===== config.mk =====
export PLATFORM = sky130hd
export DESIGN_NAME = nib_pack_arbiter_flat
export DESIGN_NICKNAME = d
export VERILOG_FILES = /design/src/rtl/nib_pack_arbiter_if.sv /design/src/rtl/nib_pack_arbiter.sv /design/src/flat_wrapper.sv
export SDC_FILE = /design/constraint.sdc
export NUM_CORES = 1
export LEC_CHECK = 0
export ABC_AREA = 1
export BUFFER_PORTS_ARGS = -buffer_cell sky130_fd_sc_hd__clkbuf_2
export CAP_MARGIN = 20
export CORE_ASPECT_RATIO = 0.8
export CORE_MARGIN = 2
export CORE_UTILIZATION = 30
export DETAILED_ROUTE_END_ITERATION = 7
export REMOVE_ABC_BUFFERS = 1
export SLEW_MARGIN = 10
export SYNTH_ARGS = -nofsm -noshare
export SYNTH_HDL_FRONTEND = slang
export SYNTH_SLANG_ARGS = --single-unit

===== constraint.sdc =====
create_clock -name clk -period 1.9 [get_ports clk]
set_input_delay 0.19 -clock clk [delete_from_list [all_inputs] [get_ports clk]]
set_output_delay 0.19 -clock clk [all_outputs]
set_load 0.05 [all_outputs]

===== src/rtl/nib_pack_arbiter_if.sv =====
// Stream bundle between NUM_SRC upstream sources, the nib_pack_arbiter and the packer.
// master = arbiter side, slave = sources/packer side.
interface nib_pack_arbiter_if #(
  parameter int DATA_WIDTH = 16,
  parameter int NUM_SRC    = 4
);
  // Valid/ready: a beat transfers on a rising clk edge where tvalid and tready are both high;
  // a source holds tdata/tkeep/tlast stable while tvalid is high and tready is low.
  logic [NUM_SRC*DATA_WIDTH-1:0] s_axis_tdata;
  logic [NUM_SRC*8-1:0]          s_axis_tkeep;
  logic [NUM_SRC-1:0]            s_axis_tvalid;
  logic [NUM_SRC-1:0]            s_axis_tlast;
  logic [NUM_SRC-1:0]            s_axis_tready;
  logic [DATA_WIDTH-1:0]         m_axis_tdata;
  logic [7:0]                    m_axis_tkeep;
  logic                          m_axis_tvalid;
  logic                          m_axis_tready;
  logic                          m_axis_tlast;

  modport master (
    input  s_axis_tdata, s_axis_tkeep, s_axis_tvalid, s_axis_tlast, m_axis_tready,
    output s_axis_tready, m_axis_tdata, m_axis_tkeep, m_axis_tvalid, m_axis_tlast
  );
  modport slave (
    output s_axis_tdata, s_axis_tkeep, s_axis_tvalid, s_axis_tlast, m_axis_tready,
    input  s_axis_tready, m_axis_tdata, m_axis_tkeep, m_axis_tvalid, m_axis_tlast
  );
endinterface


===== src/rtl/nib_pack_arbiter.sv =====
// Packet-level round-robin arbiter in front of the nibble packer, with length/tkeep policing.
// Optional NIB_PACK_ARB_OUT_REG_EN: m_axis driven from a 2-entry skid buffer.
module nib_pack_arbiter #(
  parameter int  DATA_WIDTH = 16,
  parameter int  NUM_SRC    = 4,
  parameter int  MAX_BEATS  = 64,
  localparam int GW         = (NUM_SRC > 1) ? $clog2(NUM_SRC) : 1
) (
  input  logic                clk,
  input  logic                aresetn,
  nib_pack_arbiter_if.master  bus,
  output logic [GW-1:0]       grant_id,
  output logic                busy,
  output logic                err_len,
  output logic                err_keep,
  input  logic                err_clr,
  output logic [1:0]          dbg_state
);
  localparam int CW = $clog2(MAX_BEATS);

  typedef enum logic [1:0] {IDLE = 2'd0, ARB = 2'd1, PKT = 2'd2} state_t;

  state_t                state_q, state_d;
  logic [GW-1:0]         rr_ptr, winner, cand;
  logic                  found;
  logic [CW-1:0]         beat_cnt;
  logic [DATA_WIDTH-1:0] sel_data;
  logic [7:0]            sel_keep;
  logic                  sel_valid, sel_last;
  logic                  cap, pkt_last, beat, keep_bad, up_ready;
  logic [NUM_SRC-1:0]    tready_c;

  // Granted-source mux, constant indices only.
  always_comb begin
    sel_data  = '0;
    sel_keep  = '0;
    sel_valid = 1'b0;
    sel_last  = 1'b0;
    for (int i = 0; i < NUM_SRC; i++) begin
      if (grant_id == GW'(i)) begin
        sel_data  = bus.s_axis_tdata[i*DATA_WIDTH +: DATA_WIDTH];
        sel_keep  = bus.s_axis_tkeep[i*8 +: 8];
        sel_valid = bus.s_axis_tvalid[i];
        sel_last  = bus.s_axis_tlast[i];
      end
    end
  end

  // Round-robin search starting just after the last granted source.
  always_comb begin
    winner = rr_ptr;
    found  = 1'b0;
    cand   = '0;
    for (int k = 1; k <= NUM_SRC; k++) begin
      cand = GW'((int'(rr_ptr) + k) % NUM_SRC);
      if (!found && bus.s_axis_tvalid[cand]) begin
        winner = cand;
        found  = 1'b1;
      end
    end
  end

  assign cap      = (beat_cnt == CW'(MAX_BEATS - 1));
  assign pkt_last = sel_last | cap;
  assign keep_bad = !(sel_keep inside {8'd4, 8'd8, 8'd12, 8'd16});
  assign busy     = (state_q == PKT);
  assign dbg_state = state_q;

  always_comb begin
    state_d  = state_q;
    beat     = 1'b0;
    tready_c = '0;
    case (state_q)
      IDLE: if (|bus.s_axis_tvalid) state_d = ARB;
      ARB:  state_d = found ? PKT : IDLE;
      PKT: begin
        for (int i = 0; i < NUM_SRC; i++) tready_c[i] = (grant_id == GW'(i)) & up_ready;
        beat = sel_valid & up_ready;
        if (beat && pkt_last) state_d = IDLE;
      end
      default: state_d = IDLE;
    endcase
  end

  assign bus.s_axis_tready = tready_c;

  always_ff @(posedge clk or negedge aresetn) begin
    if (!aresetn) begin
      state_q  <= IDLE;
      grant_id <= '0;
      rr_ptr   <= GW'(NUM_SRC - 1);
      beat_cnt <= '0;
      err_len  <= 1'b0;
      err_keep <= 1'b0;
    end else begin
      state_q <= state_d;
      if (state_q == ARB && found) begin
        grant_id <= winner;
        rr_ptr   <= winner;
      end
      if (beat) beat_cnt <= pkt_last ? '0 : beat_cnt + CW'(1);
      // Set is written after clear so a same-cycle set wins.
      if (err_clr) begin
        err_len  <= 1'b0;
        err_keep <= 1'b0;
      end
      if (beat && cap && !sel_last) err_len  <= 1'b1;
      if (beat && keep_bad)         err_keep <= 1'b1;
    end
  end

`ifdef NIB_PACK_ARB_OUT_REG_EN
  localparam int PW = DATA_WIDTH + 9;
  logic [PW-1:0] skid_mem [2];
  logic          wr_ptr, rd_ptr, pop;
  logic [1:0]    count;

  assign up_ready = (count != 2'd2);
  assign pop      = (count != 2'd0) & bus.m_axis_tready;

  always_ff @(posedge clk or negedge aresetn) begin
    if (!aresetn) begin
      wr_ptr <= 1'b0;
      rd_ptr <= 1'b0;
      count  <= 2'd0;
    end else begin
      if (beat) wr_ptr <= ~wr_ptr;
      if (pop)  rd_ptr <= ~rd_ptr;
      count <= count + 2'(beat) - 2'(pop);
    end
  end

  always_ff @(posedge clk) begin
    if (beat) skid_mem[wr_ptr] <= {pkt_last, sel_keep, sel_data};
  end

  assign bus.m_axis_tvalid = (count != 2'd0);
  assign bus.m_axis_tlast  = bus.m_axis_tvalid & skid_mem[rd_ptr][PW-1];
  assign bus.m_axis_tkeep  = skid_mem[rd_ptr][DATA_WIDTH +: 8];
  assign bus.m_axis_tdata  = skid_mem[rd_ptr][DATA_WIDTH-1:0];
`else
  assign up_ready          = bus.m_axis_tready;
  assign bus.m_axis_tvalid = busy & sel_valid;
  assign bus.m_axis_tlast  = busy & pkt_last;
  assign bus.m_axis_tkeep  = busy ? sel_keep : 8'd0;
  assign bus.m_axis_tdata  = busy ? sel_data : '0;
`endif
endmodule

===== src/flat_wrapper.sv =====
// flat-port wrapper written by rule: the top's interface ports become plain ports
module nib_pack_arbiter_flat 
#(
  parameter int  DATA_WIDTH = 16,
  parameter int  NUM_SRC    = 4,
  parameter int  MAX_BEATS  = 64,
  localparam int GW         = (NUM_SRC > 1) ? $clog2(NUM_SRC) : 1
)
  (clk, aresetn, grant_id, busy, err_len, err_keep, err_clr, dbg_state, bus_s_axis_tdata, bus_s_axis_tkeep, bus_s_axis_tvalid, bus_s_axis_tlast, bus_m_axis_tready, bus_s_axis_tready, bus_m_axis_tdata, bus_m_axis_tkeep, bus_m_axis_tvalid, bus_m_axis_tlast);
  nib_pack_arbiter_if #(.DATA_WIDTH(DATA_WIDTH), .NUM_SRC(NUM_SRC)) bus_i ();
  input  logic clk;
  input  logic aresetn;
  output logic [GW-1:0] grant_id;
  output logic busy;
  output logic err_len;
  output logic err_keep;
  input  logic err_clr;
  output logic [1:0] dbg_state;
  input wire logic [$bits(bus_i.s_axis_tdata)-1:0] bus_s_axis_tdata;
  input wire logic [$bits(bus_i.s_axis_tkeep)-1:0] bus_s_axis_tkeep;
  input wire logic [$bits(bus_i.s_axis_tvalid)-1:0] bus_s_axis_tvalid;
  input wire logic [$bits(bus_i.s_axis_tlast)-1:0] bus_s_axis_tlast;
  input wire logic [$bits(bus_i.m_axis_tready)-1:0] bus_m_axis_tready;
  output wire logic [$bits(bus_i.s_axis_tready)-1:0] bus_s_axis_tready;
  output wire logic [$bits(bus_i.m_axis_tdata)-1:0] bus_m_axis_tdata;
  output wire logic [$bits(bus_i.m_axis_tkeep)-1:0] bus_m_axis_tkeep;
  output wire logic [$bits(bus_i.m_axis_tvalid)-1:0] bus_m_axis_tvalid;
  output wire logic [$bits(bus_i.m_axis_tlast)-1:0] bus_m_axis_tlast;
  assign bus_i.s_axis_tdata = bus_s_axis_tdata;
  assign bus_i.s_axis_tkeep = bus_s_axis_tkeep;
  assign bus_i.s_axis_tvalid = bus_s_axis_tvalid;
  assign bus_i.s_axis_tlast = bus_s_axis_tlast;
  assign bus_i.m_axis_tready = bus_m_axis_tready;
  assign bus_s_axis_tready = bus_i.s_axis_tready;
  assign bus_m_axis_tdata = bus_i.m_axis_tdata;
  assign bus_m_axis_tkeep = bus_i.m_axis_tkeep;
  assign bus_m_axis_tvalid = bus_i.m_axis_tvalid;
  assign bus_m_axis_tlast = bus_i.m_axis_tlast;
  nib_pack_arbiter #(.DATA_WIDTH(DATA_WIDTH), .NUM_SRC(NUM_SRC), .MAX_BEATS(MAX_BEATS)) u_core (.clk(clk), .aresetn(aresetn), .bus(bus_i), .grant_id(grant_id), .busy(busy), .err_len(err_len), .err_keep(err_keep), .err_clr(err_clr), .dbg_state(dbg_state));
endmodule

# == Word-level counts from Yosys, hierarchy flattened ==
# Cells that the tools add are included.
# totals
regBits,14
latchBits,0
mem_bits_rw,0
romBits,0
out_inout_bits,37
elab_cells,99
n_memories,0
# op_classes
n_addsub,5
multipliers,0
div,0
order_cmp,4
eq_ne,12
shifts,0
mux,44
bitwise,8
n_reduce_logical,20
# op_table
cell,count
2-to-1 mux 16 bit,5
2-to-1 mux 8 bit,5
2-to-1 mux 1 bit,20
equality test 8 x 4 -> 1 bit (second input constant),2
2-to-1 mux 2 bit,7
< comparator 2 x 3 -> 1 bit (second input constant),4
binary-select mux 1 bit (select 2 bit),4
equality test 8 x 3 -> 1 bit (second input constant),1
equality test 8 x 5 -> 1 bit (second input constant),1
logical AND 1 bit,8
bitwise AND 1 bit,7
adder 6 x 1 -> 6 bit (second input constant),1
equality test 2 bit (second input constant),3
equality test 6 bit (second input constant),1
2-to-1 mux 6 bit,1
one-hot mux 2 bit (3 select lines),1
zero test 1 bit,5
adder 2 x 1 -> 2 bit (second input constant),2
adder 2 bit (second input constant),2
equality test 2 x 1 -> 1 bit (second input constant),2
zero test 2 bit,2
2-to-1 mux 4 bit,1
nonzero test 2 bit,2
nonzero test 4 bit,1
other kinds (5),5

# == Depth between registers and ports, before layout ==
# logic_depth
depth_word,15
depth_mapped,12
mapped_depth_nobuf,11

# == Worst setup path after synthesis ==
# OpenSTA, ideal clock, no wires.
# synth_timing
kind,flip-flop to output port
startpoint,"register u_core.state_q[1], in the netlist u_core.dbg_state[1]"
endpoint,output port bus_s_axis_tready[1]
t_arrival_ns,2.200
t_required_ns,1.710
slack_ns,-0.490
path_stages_with_launch,7
n_path_buf,0
path_cell_list,dfrtp_1 inv_2 nor2_4 inv_2 nor2_1 inv_2 nor3_1
# synth_between
elab_chain_cells,2
# synth_lines
element,line,rtl
from (decl),nib_pack_arbiter.sv:23,"state_t state_q, state_d;"
from (signal assigned),nib_pack_arbiter.sv:96,state_q <= state_d;
equality test 2 bit,nib_pack_arbiter.sv:73,case (state_q)
2-to-1 mux 4 bit,nib_pack_arbiter.sv:73,
to (decl),flat_wrapper.sv:24,output wire logic [$bits(bus_i.s_axis_tready)-1:0] bus_s_axis_tready;
# No other way between the ends.

# == Final worst setup path ==
# layout_timing
startpoint,register u_core.grant_id[0]
endpoint,output port bus_m_axis_tvalid
# layout_between
elab_chain_cells,6
elab_cells_between_ends,9
cone_classes,3 x eq/ne; 4 x mux; 1 x bitwise; 1 x reduce/logical
# layout_lines
element,line,rtl
from (decl),nib_pack_arbiter.sv:12,"output logic [GW-1:0] grant_id,"
from (signal assigned),nib_pack_arbiter.sv:98,grant_id <= winner;
zero test 2 bit,nib_pack_arbiter.sv:40,if (grant_id == GW'(i)) begin
2-to-1 mux 1 bit (3 in a row),nib_pack_arbiter.sv:40,
2-to-1 mux 1 bit *,nib_pack_arbiter.sv:40,
bitwise AND 1 bit *,nib_pack_arbiter.sv:143,assign bus.m_axis_tvalid = busy & sel_valid;
to (decl),flat_wrapper.sv:27,output wire logic [$bits(bus_i.m_axis_tvalid)-1:0] bus_m_axis_tvalid;
# Mark *: on every way between the ends. The rest lies on a longest branch, timed or not.

==> run metrics <==
switch share 0.564; Hold Startpoint err_clr; hold depth 4; standard-cell row count 25; flop-to-flop setup slack 200 ps; DIE AREA 6570 um2; maxcap violations 0; global-route wire length before repair 11,400 um; Fmax 534 MHz; sequential fraction of the synthesis area 0.198; initial antenna violation count 0; minimum clock period after layout 1870 ps; die span in x 90.1 um; RSZ-0062 raised after global routing yes; total routed wirelength 7340 um; core area 5820 um2; Pleak 1.77 nW; Final Total Pwr 5.83 mW; clock share of power 0.052; CTS sink cnt 14; H-tree levels 1; status finished, final reports clean; post-DP HPWL 5560 um; Final Hold Fails 0; CP endpoint kind primary output; YS warnings 0; R2R Path End u_core.beat_cnt[1]; Nets 575; most frequent cells in the layout clkbuf_2 (116), nand2_1 (85), nand3_1 (34); Syn Inst Count 304; Starting Density 0.306; routed len/inst 13.4 um; Mapped Avg Cell Area 5.85 um2; TritonRoute pass-1 iters 4; critical-path cell list buf_12, buf_4, o21ai_1, nand2_1, o22ai_2, nor2_2, buf_12; IO buf count 144; Logic pwr share 0.849; Pwr Density 1820 nW/um2; via count 2,626; sequential power share 0.099; die height 72.9 um; grt ovf 0; Int Power 2.54 mW; fin util 0.549; Reg-to-Reg Start u_core.grant_id[1]; CTS tree yes; gp weighted congestion 0.978; Slew HR 0.679; final setup vio count 0; Period Utilization, post-route 0.985; commonest non-fill, non-tap cell in the layout clkbuf_2; Worst Hold End u_core.err_keep; WP data arrival 1680 ps; clock-pin slew on the worst setup and hold paths 60 ps; pre-CTS WS 149 ps; peak supply drop 0.767 mV; buffer and inverter count on the worst path 3; worst skew pair latency 260 ps; clk_skew 5.47 ps; Worst Hold Class input pin to flop; # IOs 145; Area Overhead vs Synth 79.7%; Final Max Tran Viols 0; R2R cell count 9; Net Sw Power 3.28 mW; DRC Markers 0; PnR worst setup slack 28.0 ps; Antenna Nets Post-Route 0; CP startpoint kind flop; slowest CP cell dfrtp_2; Least-Margin Pin Slew 478 ps; Ant. Diodes 0; total CTS buffers 3; pin count of the biggest net entering global routing 21; CP max stage delay 430 ps; layout cell share with drive strength beyond 1 0.473; GRT Overall Usage 0.215; CP most frequent cell buf_12; Req. time, crit path 1710 ps; cell family contributing the most delay on the critical path buffers and inverters; Via density 4.81; Max Fanout on Critical Path 10; Root Driver clkbuf_8; crit path kind flop to primary output; 1st-iter DRT viols 117; vias in the first global route 2,475; clock buffer depth 2; Yosys cell types 31; mapped cell area 1780 um2; Synth Register Bits 14
## worst max-delay path by stage
stage | start | end | slack, ps | depth (start not counted)
2_1_floorplan | u_core.dbg_state[1] | bus_s_axis_tready[1] | -940 | 6
3_3_place_gp | u_core.grant_id[1] | bus_m_axis_tdata[12] | 140 | 6
3_5_place_dp | u_core.grant_id[0] | bus_m_axis_tdata[12] | 150 | 6
4_1_cts | u_core.grant_id[0] | bus_m_axis_tdata[11] | -2 | 7
5_1_grt | u_core.dbg_state[1] | bus_s_axis_tready[1] | -40 | 7
6_report | u_core.grant_id[0] | bus_m_axis_tvalid | 30 | 7
## layout make-up
class / instances / area, um2
tap: 81 / 101
multi-input combinational: 232 / 1260
timing repair buffer: 171 / 1250
clock buffer: 4 / 55.1
sequential: 14 / 355
fill: 594 / 2620
inverter: 44 / 173
## routing by layer
layer	track usage	vias up	part of all wire
met3	0.0444	16	0.072
met4	0.0701	0	0.020
met1	0.272	1180	0.44
met5	0	-	0
met2	0.370	111	0.47
li1	-	1319	-
## through the flow
step                      instances  TNS, ps  instance area (um2)  hold WS (ps)
final                           546        0                 3200           184
after global routing            546     -321                 3200           200
after CTS                       535    -1.52                 2980           186
after detailed placement        526        0                 2680           128
after global placement          526        0                 2680           122
after floorplan                 289   -20400                 1680          -106
## what timing repair did
action                                  4_1_cts  5_1_grt
pin swaps                                     1        7
hold buffers                                  1        0
cloned                                        1        3
hold endpoints to repair                     12        0
endpoints found under the setup margin       25       26
gates resized for setup                      47       54
setup buffers                                 3        8
## registers in the layout, indices dropped and copies added (netlist names)
signal,count
u_core.err_keep,1
u_core.dbg_state,2
u_core.grant_id,2
u_core.beat_cnt,6
u_core.rr_ptr,2
u_core.err_len,1
## synthesized netlist by cell type
cell type,n,area share
nand2_1,89,0.19
nand3_1,37,0.10
inv_1,33,0.070
o21ai_0,23,0.065
nor2_1,18,0.038
o211ai_1,13,0.055
dfrtp_1,12,0.17
inv_2,11,0.023
o21ai_1,10,0.028
a21oi_1,7,0.020
clkbuf_1,5,0.011
nor3_1,5,0.014
buf_2,4,0.011
buf_6,4,0.025
nand4_1,3,0.011
nor2_4,3,0.019
o21bai_1,3,0.013
o22ai_1,3,0.011
or2_1,3,0.011
xor2_1,3,0.015
buf_4,2,0.0084
dfstp_2,2,0.030
nor2_2,2,0.0070
xnor2_1,2,0.0098
ha_1,1,0.0070
mux2i_1,1,0.0056
nand2_4,1,0.0063
nor2_8,1,0.011
o2111ai_1,1,0.0049
o221ai_1,1,0.0049
o22ai_2,1,0.0070
## tightest hold or removal path, cell delays in order
cell and delay [ps]:
clkbuf_2 70, inv_1 40, nand2_1 50, nand2_1 40
## power groups by stage
stage               combinational, mW  clock (mW)  sequential, mW
floorplan                        2.43           0           0.851
global placement                 3.94           0           0.562
detailed placement               3.95           0           0.567
CTS                              4.43       0.309           0.566
global route                     5.32       0.322           0.591
finish                           4.95       0.303           0.575
## cells by family (layout without fill, tap and decap cells)
logic type | Yosys count | in the layout | synth area share
DFF | 14 | 14 | 0.198
adders and majority gates | 1 | 1 | 0.00703
and+or+nand+nor | 162 | 163 | 0.409
AOI/OAI and AO/OA | 62 | 62 | 0.207
muxes | 1 | 1 | 0.00563
buffers and inverters | 59 | 219 | 0.148
xor gates and xnor gates | 5 | 5 | 0.0246
Power figures use the tool's default switching activity.
